### config.mk
export PLATFORM = sky130hd
export DESIGN_NAME = mem_arbiter
export DESIGN_NICKNAME = d
export VERILOG_FILES = /design/src/rtl/mem_arbiter.sv
export SDC_FILE = /design/constraint.sdc
export NUM_CORES = 1
export LEC_CHECK = 0
export ABC_AREA = 1
export CAP_MARGIN = 20
export CORE_AREA = 2 2 175 177
export CTS_CLUSTER_DIAMETER = 40
export DETAILED_ROUTE_END_ITERATION = 8
export DIE_AREA = 0 0 177 179
export PLACE_DENSITY = 0.56
export SYNTH_ARGS = -nofsm -noshare
export SYNTH_HDL_FRONTEND = slang
export SYNTH_SLANG_ARGS = --single-unit
### constraint.sdc
create_clock -name iCLK -period 1.5 [get_ports iCLK]
set_input_delay 0.375 -clock iCLK [delete_from_list [all_inputs] [get_ports iCLK]]
set_output_delay 0.375 -clock iCLK [all_outputs]
set_load 0.05 [all_outputs]
### src/rtl/mem_arbiter.sv
// Two-port (instruction fetch / data) arbiter onto a single Avalon-MM master,
// with round-robin tie breaking and a read-response watchdog.
module mem_arbiter #(
  parameter int RAM_ADDR_W = 26,
  parameter int RAM_DATA_W = 128,
  parameter int ADDR_W     = 32,
  parameter int DATA_W     = 32,
  parameter int TIMEOUT    = 1024
) (
  input  logic                  iCLK,
  input  logic                  iRST_n,
  input  logic                  i_req,
  input  logic [ADDR_W-1:0]     i_addr,
  output logic [DATA_W-1:0]     i_rdata,
  output logic                  i_ready,
  input  logic                  d_read,
  input  logic                  d_write,
  input  logic [ADDR_W-1:0]     d_addr,
  input  logic [DATA_W-1:0]     d_wdata,
  output logic [DATA_W-1:0]     d_rdata,
  output logic                  d_ready,
  input  logic                  avl_wait,
  input  logic                  avl_readdatavalid,
  input  logic [RAM_DATA_W-1:0] avl_readdata,
  output logic                  avl_read,
  output logic                  avl_write,
  output logic [RAM_ADDR_W-1:0] avl_address,
  output logic [RAM_DATA_W-1:0] avl_writedata,
  output logic                  bus_err
);

  localparam int CNT_W = $clog2(TIMEOUT) + 1;

  typedef enum logic [1:0] {IDLE, RD_CMD, RD_WAIT, WR_CMD} state_t;

  state_t           state, state_nxt;
  logic             last_grant;   // 1 = data port won the last grant
  logic             gnt_d;        // port owning the transaction in flight
  logic [CNT_W-1:0] cnt;

  logic i_elig, d_elig;
  logic do_grant, sel_d, sel_wr;
  logic rd_accept, wr_done, rd_done, rd_tmo;

  logic unused_ok;
  assign unused_ok = ^{i_addr, d_addr, avl_readdata};

  assign avl_read  = (state == RD_CMD);
  assign avl_write = (state == WR_CMD);

  function automatic logic [DATA_W-1:0] tmo_word();
    return DATA_W'(32'hDEADBEEF);
  endfunction

  always_ff @(posedge iCLK or negedge iRST_n) begin
    if (!iRST_n) state <= IDLE;
    else         state <= state_nxt;
  end

  always_comb begin
    state_nxt = state;
    do_grant  = 1'b0;
    sel_d     = 1'b0;
    sel_wr    = 1'b0;
    rd_accept = 1'b0;
    wr_done   = 1'b0;
    rd_done   = 1'b0;
    rd_tmo    = 1'b0;
    // A port whose ready is high this cycle has just been served; skip it.
    i_elig    = i_req & ~i_ready;
    d_elig    = (d_read | d_write) & ~d_ready;
    case (state)
      IDLE: begin
        if (i_elig || d_elig) begin
          do_grant  = 1'b1;
          sel_d     = d_elig & (~i_elig | ~last_grant);
          sel_wr    = sel_d & d_write;
          state_nxt = sel_wr ? WR_CMD : RD_CMD;
        end
      end
      RD_CMD: begin
        if (!avl_wait) begin
          rd_accept = 1'b1;
          state_nxt = RD_WAIT;
        end
      end
      WR_CMD: begin
        if (!avl_wait) begin
          wr_done   = 1'b1;
          state_nxt = IDLE;
        end
      end
      RD_WAIT: begin
        if (avl_readdatavalid) begin
          rd_done   = 1'b1;
          state_nxt = IDLE;
        end else if (cnt == CNT_W'(TIMEOUT - 1)) begin
          rd_tmo    = 1'b1;
          state_nxt = IDLE;
        end
      end
      default: state_nxt = IDLE;
    endcase
  end

  always_ff @(posedge iCLK or negedge iRST_n) begin
    if (!iRST_n) begin
      last_grant    <= 1'b0;
      gnt_d         <= 1'b0;
      cnt           <= '0;
      avl_address   <= '0;
      avl_writedata <= '0;
      i_rdata       <= '0;
      d_rdata       <= '0;
      i_ready       <= 1'b0;
      d_ready       <= 1'b0;
      bus_err       <= 1'b0;
    end else begin
      i_ready <= 1'b0;
      d_ready <= 1'b0;
      bus_err <= 1'b0;
      if (do_grant) begin
        gnt_d       <= sel_d;
        last_grant  <= sel_d;
        avl_address <= sel_d ? d_addr[RAM_ADDR_W-1:0] : i_addr[RAM_ADDR_W-1:0];
        if (sel_wr) avl_writedata <= RAM_DATA_W'(d_wdata);
      end
      if (rd_accept)                   cnt <= '0;
      else if (state == RD_WAIT)       cnt <= cnt + 1'b1;
      if (wr_done) d_ready <= 1'b1;
      if (rd_done || rd_tmo) begin
        if (gnt_d) begin
          d_rdata <= rd_tmo ? tmo_word() : avl_readdata[DATA_W-1:0];
          d_ready <= 1'b1;
        end else begin
          i_rdata <= rd_tmo ? tmo_word() : avl_readdata[DATA_W-1:0];
          i_ready <= 1'b1;
        end
        bus_err <= rd_tmo;
      end
    end
  end

endmodule

==> flow_summary.yaml <==
timing:
  fin_skew_ps: 11.5
  setup_ws_ps: -114
  final.min_clock_period_ps: 1610
  slew_viol_final: 0
  fmaxAchievable_mhz: 619
  finalSetupViolations: 66
  rsz0062_at_grt: "yes"
  finalCritPeriodShare_pct: 108
  whs_ps: 418
  hold_viol: 0
  setup_tns_ps: -4400
power_and_ir_drop:
  sequentialPowerShare_pct: 24.4
  switching_share_pct: 45.2
  power_frac_comb_pct: 60.2
  cellInternalPower_uw: 16000
  p_leak_uw: 0.00607
  p_per_area_nw_per_um2: 2420
  clockPowerShare_pct: 15.4
  ir_drop_mv: 1.01
  power.switching_uw: 13200
setup_path:
  critPathLaunchType: "register"
  critPathRequiredTime_ps: 1850
  crit_path_top_delay_cell: "dfrtp_1"
  regToRegSetupSlack_ps: -110
  cp_num_buf_inv: 2
  arrival_ps: 1970
  critical_path.max_fanout: 8
  cp-end-kind: "register"
  critPathTopFamily: "simple AND/OR/NAND/NOR gates"
  cpPeakStageDelay_ps: 350
  crit_chain: "ha_2 -> nand2_2 -> nor2_4 -> nand3_4 -> a21oi_4 -> buf_12 -> clkbuf_16 -> nand3_1 -> nand2_1"
  critical_path_class: "reg2reg"
clock_network:
  clk_latency_ps: 420
  tritoncts: "built"
  clock_tree.root_cell: "clkbuf_16"
  cts.sinks: 139
  cts_buffer_depth: 2
  htree_levels: 4
  path_clk_slew_ps: 70
  cts_buffers: 17
detailed_routing:
  drt.antenna.violating_nets: 0
  via_per_inst: 3.98
  firstDrtPassIters: 4
  vias: 6111
  routed_wl_um: 21400
  drc: 0
  post_drt_wl_per_cell_um: 13.9
  drt_iter0_markers: 286
place:
  portBuffers: 249
  gp_congestion: 0.782
  dp_hpwl_um: 15300
global_routing:
  grt_pass1_vias: 5896
  grt_antenna_before_repair: 1
  grtUsageMet3_pct: 4.86
  grt_busiest_layer: "met2"
  grt_overflow_total: 0
  grt_use_total_pct: 13.1
  grt.met1_usage_pct: 15.2
  grt_first_pass_wirelength_um: 32200
  grt_max_degree: 42
  grt_use_met2_pct: 23.0
synth:
  yosysWarnings: 0
  synth_area_um2: 6780
  synth_largest_area_cell: "dfrtp_1"
  synthCells: 837
  syn_avg_cell_area_um2: 8.10
  synth_top_area_share_pct: 51.3
  ys_types: 25
  yosysSeqAreaShare_pct: 51.3
  synthTopCellsByArea: "dfrtp_1 51%, nand2_1 19%, buf_4 11%, nand3_1 4.7%, inv_1 3.7%"
  synth-seq-cells: 139
floorplanning:
  die-area_um2: 31700
  core_um2: 30000
  ioPinCount: 454
  fp-row-count: 64
  die_w_um: 177
  die_h_um: 179
  start_util_pct: 22.6
hold_path:
  hp-class: "in2async"
final_layout:
  synthToLayoutAreaGrowth_pct: 78.0
  fin_nets: 1358
  n_fill_cell: 3013
  regArea_um2: 3480
  final_cell_mix: "332 x nand2_1, 144 x buf_12, 135 x dfrtp_1"
  multiInputGateArea_um2: 2640
  layout_commonest_cell: "nand2_1"
  final_util_pct: 40.2
  drive_gt1_share_pct: 24.1
run_status:
  status: "complete, but fails checks"
  violations: "setup timing"
flow_run:
  drv_cap: 0
-- flip-flops by register name (all words and copies together) (netlist names) --
signal         flops
avl_address       26
avl_writedata     32
bus_err            1
cnt               11
d_rdata           32
d_ready            1
gnt_d              1
i_rdata           32
i_ready            1
state              2
-- cell families (layout without fill, tap and decap cells) --
family	count (synthesis)	in the layout	synth area share [%]
and+or+nand+nor	435	435	25.7
buffers and inverters	205	412	17.4
DFF	139	139	51.3
AOI/OAI and AO/OA	55	55	5.10
adders and majority gates	1	1	0.185
other	1	97	0.0553
muxes	1	1	0.148
-- Yosys cell counts --
library cell  number
nor2_1            13
nand2_1          350
o21ai_0           10
dfrtp_1          139
buf_6              3
inv_2              4
conb_1             1
mux2i_1            1
nor2_2             1
nor3_1             3
inv_1             67
nand3_2            1
clkinv_1           2
a31oi_1            1
o211ai_1          26
ha_1               1
nand4_1            2
nor2_4             2
a21oi_1            1
o21ai_1           16
buf_4             96
a21oi_2            1
clkbuf_1           9
buf_2             24
nand3_1           63
-- final cells by class --
type | count | share of cell area, %
Sequential cell | 139 | 28.9
Tap cell | 396 | 4.11
Inverter | 73 | 2.33
Multi-Input combinational cell | 588 | 21.9
Clock inverter | 14 | 1.51
Timing Repair Buffer | 307 | 37.6
Antenna cell | 1 | 0.0207
Clock buffer | 18 | 3.64
-- power groups by stage --
stage	clock network (uW)	registers, uW	logic [uW]
2_1_floorplan	0	11400	3640
3_3_place_gp	0	7100	17100
3_5_place_dp	0	7150	17200
4_1_cts	4670	7110	17300
5_1_grt	4810	7350	18500
6_report	4490	7130	17500
-- repair_timing --
item                                    in CTS  in global routing
endpoints found under the setup margin      68                136
gates cloned                                 0                  5
hold buffers                                 1                  0
gates resized for setup                      6                 53
buffers inserted                             3                  6
hold endpoints to repair                    27                  0
pin swaps                                    2                 19
-- worst paths after layout --
kind	from	end	cells after the start
min in group iCLK	d_wdata[4]	avl_writedata[4]$_DFFE_PN0P_	3
worst max register to register	cnt[1]$_DFFE_PN0P_	i_rdata[12]$_DFFE_PN0P_	9
worst min register to register	cnt[4]$_DFFE_PN0P_	cnt[4]$_DFFE_PN0P_	1
worst min-delay path	iRST_n	i_rdata[11]$_DFFE_PN0P_	2
worst max-delay path	cnt[1]$_DFFE_PN0P_	i_rdata[12]$_DFFE_PN0P_	9
max in group asynchronous	iRST_n	i_rdata[8]$_DFFE_PN0P_	3
-- routing by layer --
layer	part of all wire, %	up-vias	wire (um)
li1	-	2985	-
met1	40	2871	8630
met2	51	244	10800
met3	8.3	11	1790
met4	0.84	0	179
met5	0	-	0
-- stage by stage --
step	std cells	setup WS (ps)	instance area (um^2)	total power [uW]
finish	1536	-114	12100	29200
global placement	1488	-397	11000	24200
floorplan	932	13.7	7140	15100
global route	1535	-222	12100	30700
CTS	1524	-104	11700	29000
detailed placement	1488	-413	11000	24300
No activity file was read; power rests on OpenSTA's default activity.
